**src/rtl/stream_pkt_tx.sv**
```systemverilog
// Packet transmitter: turns a byte-length command plus a raw word stream into a
// framed payload/keep/last/cnt stream with the final partial word masked.
module stream_pkt_tx #(
  parameter int payload_width = 32,
  parameter int DATA_BYTE_WD  = payload_width / 8,
  parameter int DATA_CNT_WD   = $clog2(DATA_BYTE_WD),
  parameter int LEN_WD        = 16
) (
  input  logic                     i_hclk,
  input  logic                     i_hrstn,
  input  logic                     i_cmd_valid,
  input  logic [LEN_WD-1:0]        i_cmd_len,
  output logic                     o_cmd_ready,
  input  logic                     i_data_valid,
  input  logic [payload_width-1:0] i_data_payload,
  output logic                     o_data_ready,
  output logic                     o_dest_valid,
  output logic [payload_width-1:0] o_dest_payload,
  output logic [DATA_BYTE_WD-1:0]  o_dest_keepin,
  output logic                     o_dest_last,
  output logic [DATA_CNT_WD-1:0]   o_dest_cnt,
  input  logic                     i_dest_ready,
  output logic                     o_busy,
  output logic                     o_pkt_done
);

  typedef enum logic [0:0] {
    ST_IDLE = 1'b0,
    ST_SEND = 1'b1
  } state_e;

  state_e                     state_q;
  logic [LEN_WD-1:0]          rem_q;
  logic                       dest_valid_q;
  logic [payload_width-1:0]   dest_payload_q;
  logic [DATA_BYTE_WD-1:0]    dest_keep_q;
  logic                       dest_last_q;
  logic [DATA_CNT_WD-1:0]     dest_cnt_q;

  logic                       cmd_ready_s;
  logic                       data_ready_s;
  logic                       cmd_fire_s;
  logic                       data_fire_s;
  logic                       final_beat_s;
  logic [payload_width-1:0]   payload_d;
  logic [DATA_BYTE_WD-1:0]    keep_d;
  logic [DATA_CNT_WD-1:0]     cnt_d;

  // Handshake qualifiers and the contents of the next beat built from the incoming word
  always_comb begin
    cmd_ready_s  = (state_q == ST_IDLE);
    data_ready_s = (state_q == ST_SEND) & (~dest_valid_q | i_dest_ready);
    cmd_fire_s   = i_cmd_valid & cmd_ready_s;
    data_fire_s  = i_data_valid & data_ready_s;
    final_beat_s = (rem_q <= LEN_WD'(DATA_BYTE_WD));
    keep_d       = {DATA_BYTE_WD{1'b0}};
    payload_d    = {payload_width{1'b0}};
    for (int b = 0; b < DATA_BYTE_WD; b++) begin
      if (final_beat_s) begin
        keep_d[b] = (rem_q > LEN_WD'(b));
      end else begin
        keep_d[b] = 1'b1;
      end
      // Bytes beyond the packet end go out as zero so stale data never leaks
      payload_d[b*8 +: 8] = keep_d[b] ? i_data_payload[b*8 +: 8] : 8'h00;
    end
    if (final_beat_s) begin
      cnt_d = rem_q[DATA_CNT_WD-1:0] - DATA_CNT_WD'(1);
    end else begin
      cnt_d = DATA_CNT_WD'(DATA_BYTE_WD - 1);
    end
  end

  // Packet FSM, remaining-byte counter and the output beat register
  always_ff @(posedge i_hclk or negedge i_hrstn) begin
    if (!i_hrstn) begin
      state_q        <= ST_IDLE;
      rem_q          <= {LEN_WD{1'b0}};
      dest_valid_q   <= 1'b0;
      dest_payload_q <= {payload_width{1'b0}};
      dest_keep_q    <= {DATA_BYTE_WD{1'b0}};
      dest_last_q    <= 1'b0;
      dest_cnt_q     <= {DATA_CNT_WD{1'b0}};
    end else begin
      case (state_q)
        ST_IDLE: begin
          // Zero-length commands are swallowed without producing a packet
          if (cmd_fire_s && (i_cmd_len != {LEN_WD{1'b0}})) begin
            rem_q   <= i_cmd_len;
            state_q <= ST_SEND;
          end
        end
        ST_SEND: begin
          if (data_fire_s) begin
            if (final_beat_s) begin
              rem_q   <= {LEN_WD{1'b0}};
              state_q <= ST_IDLE;
            end else begin
              rem_q   <= rem_q - LEN_WD'(DATA_BYTE_WD);
            end
          end
        end
        default: begin
          state_q <= ST_IDLE;
          rem_q   <= {LEN_WD{1'b0}};
        end
      endcase

      if (data_fire_s) begin
        dest_valid_q   <= 1'b1;
        dest_payload_q <= payload_d;
        dest_keep_q    <= keep_d;
        dest_last_q    <= final_beat_s;
        dest_cnt_q     <= cnt_d;
      end else if (i_dest_ready) begin
        dest_valid_q   <= 1'b0;
      end
    end
  end

  assign o_cmd_ready    = cmd_ready_s;
  assign o_data_ready   = data_ready_s;
  assign o_dest_valid   = dest_valid_q;
  assign o_dest_payload = dest_payload_q;
  assign o_dest_keepin  = dest_keep_q;
  assign o_dest_last    = dest_last_q;
  assign o_dest_cnt     = dest_cnt_q;
  assign o_busy         = (state_q == ST_SEND) | dest_valid_q;
  assign o_pkt_done     = dest_valid_q & dest_last_q & i_dest_ready;

endmodule

```
**config.mk**
```make
export PLATFORM = sky130hd
export DESIGN_NAME = stream_pkt_tx
export DESIGN_NICKNAME = d
export VERILOG_FILES = /design/src/rtl/stream_pkt_tx.sv
export SDC_FILE = /design/constraint.sdc
export NUM_CORES = 1
export LEC_CHECK = 0
export CORE_MARGIN = 2
export CORE_UTILIZATION = 44
export CTS_BUF_LIST = sky130_fd_sc_hd__clkbuf_4
export DETAILED_ROUTE_END_ITERATION = 10
export DONT_BUFFER_PORTS = 1
export SETUP_SLACK_MARGIN = 0.15
export SLEW_MARGIN = 20
export SYNTH_ARGS = -nofsm -noshare
export SYNTH_HDL_FRONTEND = slang
export SYNTH_SLANG_ARGS = --single-unit
```
**constraint.sdc**
```tcl
create_clock -name i_hclk -period 2.95 [get_ports i_hclk]
set_clock_uncertainty 0.1 [all_clocks]
set_input_delay 0.295 -clock i_hclk [delete_from_list [all_inputs] [get_ports i_hclk]]
set_output_delay 0.295 -clock i_hclk [all_outputs]
set_load 0.005 [all_outputs]
```
==> impl_results.md <==
* Run status: finished, final reports clean
* Worst-Skew Late Latency at roughly 400 ps
* Sw Ratio at 39.0%
* Layout area overhead at 23.6%
* DRT Pass-1 Iters at 4
* Initial antenna violation count at 0
* EDFF count, synth at 0
* Remaining global-route overflow at 0
* CP top delay family: simple AND/OR/NAND/NOR gates
* CTS sink cnt at 57
* Fmax at 0.394 GHz
* Cell Int Power at approximately 1.8 mW
* Kind of end point of the critical path: flip-flop
* Most frequent cells in the layout: dfrtp_1, dlygate4sd3_1, a22o_1, nand2_1, o21ai_0
* R2r setup slk at a little over 400 ps
* Post-detail-place hpwl at ~4500 microns
* Fin. Hold Viols at 0
* Net Switching at between 1 and 1.5 mW
* DRC at 0
* Crit path buffers/inverters at 1
* Cell Pwr Density at 911 nW/um^2
* Port bufs at 0
* Clock share of power at 18.0%
* Pleak at 1.42 nW
* Via count at about 2,200
* CTS max path bufs at 2
* CTS Hold Bufs at 41
* Post-Syn Instances at 238
* Final period util at 86.0%
* WP data required at 3140 ps
* WP data arrival at roughly 2700 ps
* Largest net degree at the start of global routing at 58
* Post-layout nets at 342
* Pins Over Slew Limit at 0
* Die span in x at 82.1 microns
* Initial Utilization at 45.3%
* First-pass GRT wire length at 10,700 microns
* Iter 0 DRT Violations at 99
* Comb pwr share at 34.6%
* HP Class: in -> reg
* Top cell type's share of synthesized area at 53.2%
* CTS H-tree depth at 3
* Area contributors post-synth: dfrtp_1, a22o_1, ha_1
* WL per Instance at ~19 microns
* Via-to-Cell Ratio at 6.07
* Layout cells sized above 1 at 11.8%
* Die Y at a little over 80 microns
* Worst setup path class: reg -> reg
* Mapped Nets at about 300
* Setup violators final at 0
* Critical Path Start Type: flip-flop
* Setup Fix Bufs, Post-CTS at 0
* Routed WL at between 6000 and 7000 microns
* Synth Flop Type: dfrtp_1
* I/O Pins at 97
* Yosys top cell by area: dfrtp_1
* Max_slew headroom at a little over two fifths
* Sequential fraction of design power at 47.5%
* Commonest non-fill, non-tap cell in the layout: dfrtp_1
* Dpl cells at slightly above 300
* Dpl ws at roughly 440 ps
* Row cnt at 28
* CP Cell Sequence: inv_1, ha_1, or3b_2, nor3_2, a31oi_1, a22o_1
* Number of gates resized after CTS at 0
* Slew @ Worst Pin at 867 ps
* RSZ-0062 raised after global routing: false
* Synth warn at 0
* Vias in the first global route at roughly 2,100
* GPL Wtd Cong at 0.796
* Core area at 5920 sq um
* Period minus WS final at 2540 ps
* Seq/Total Area, Yosys at 53.2%
* VDD IR max at 461 uV
* Synth Register Bits at 57
* Max Cap Viol at 0
* CP peak stage delay at 510 ps
* Antenna-violating nets left at 0
* TritonCTS clock tree: yes
* CTS root buf: clkbuf_4
* Final setup TNS at 0 ps
* Cell area after synthesis at roughly 2700 sq um
* CP max-delay cell: or3b_2
* Total die area at 6730 sq um
* Mean post-synth cell area at 11.3 sq um
* CTS Buf Count at 9
* Total Routing Usage GR at between 20% and 30%
* Post-synth cell types at 47
* Final Non-Filler Cells at 364
* Fillcell total at 511
* Final setup margin at ~410 ps
* N_diodes at 0
* Worst-path clk slew at 100 ps
* Critical Path Fanout Max at 9
* Synth async-reset ratio at 100%
path summary, 6_finish.rpt:
check,depth (start not counted),from,endpoint
min,2,i_dest_ready,o_dest_valid
max,6,rem_q[2],o_dest_payload[5]
max in group asynchronous,2,i_hrstn,rem_q[3]
min reg2reg,1,o_dest_keepin[1],o_dest_keepin[1]
min in group asynchronous,2,i_hrstn,rem_q[13]
max reg2reg,6,rem_q[2],o_dest_payload[5]
final cells by class:
| type | count | area, sq um | share of cell area (%) |
|---|---|---|---|
| tap | 75 | 93.8 | 2.83 |
| multi-input combinational | 159 | 1150 | 34.7 |
| clock inverter | 7 | 61.3 | 1.85 |
| clock buffer | 9 | 67.6 | 2.04 |
| inverter | 9 | 33.8 | 1.02 |
| sequential | 57 | 1430 | 43.0 |
| timing repair buffer | 48 | 480 | 14.5 |
power groups by stage:
stage                     logic, mW  clock network [mW]  registers, mW
after floorplan               0.808                   0           1.34
after global placement        0.955                   0           1.44
after detailed placement      0.977                   0           1.43
after CTS                      1.04               0.560           1.43
after global routing           1.16               0.595           1.48
final                          1.04               0.542           1.43
logic make-up (layout without fill, tap and decap cells):
| family | count (synthesis) | count (layout) | share of synthesized area, % |
|---|---|---|---|
| DFF | 57 | 57 | 53.2 |
| adders and majority gates | 5 | 5 | 2.33 |
| and+or+nand+nor | 60 | 60 | 13.2 |
| muxes | 1 | 1 | 0.560 |
| buffers and inverters | 22 | 73 | 3.87 |
| AOI/OAI and AO/OA | 93 | 93 | 26.9 |
registers in the layout, indices dropped and copies added, names as in the netlist:
name	flops
o_dest_cnt	2
state_q	1
rem_q	16
o_dest_valid	1
o_dest_last	1
o_dest_payload	32
o_dest_keepin	4
layer usage:
metal	wire (microns)	share of wire, %	track usage [%]	vias up
li1	-	-	-	1010
met1	3050	44	29.8	1105
met2	3310	47	32.2	87
met3	535	7.7	6.26	9
met4	92	1.3	9.00	0
met5	0	0	0	-
cells in the mapped netlist (2+ instances only):
master     number
inv_1           9
and3_1          3
a22o_1         36
nand2_1        14
nand2b_1        4
or2_2           2
a21o_1          5
nor4_1         10
o2bb2ai_1       7
o21ai_1         3
or3_1           3
a21oi_1        10
nor4b_1         2
nor3_1          5
a31oi_1         5
ha_1            5
nand3_1         2
o32ai_1         2
buf_2           2
o21ai_0        12
dfrtp_1        57
nor2_1          7
clkbuf_1        9
through the flow:
stage / util (%) / cell area, sq um / hold slack, ps / power (mW)
after floorplan: - / 2680 / -101 / 2.14
after global placement: 46.6 / 2760 / -99.5 / 2.39
after detailed placement: 46.6 / 2760 / -99.4 / 2.41
after CTS: 56.0 / 3310 / 0.110 / 3.02
after global routing: 56.0 / 3310 / 26.3 / 3.24
final: 56.0 / 3310 / 30.1 / 3.02
No activity file was read; power rests on OpenSTA's default activity.
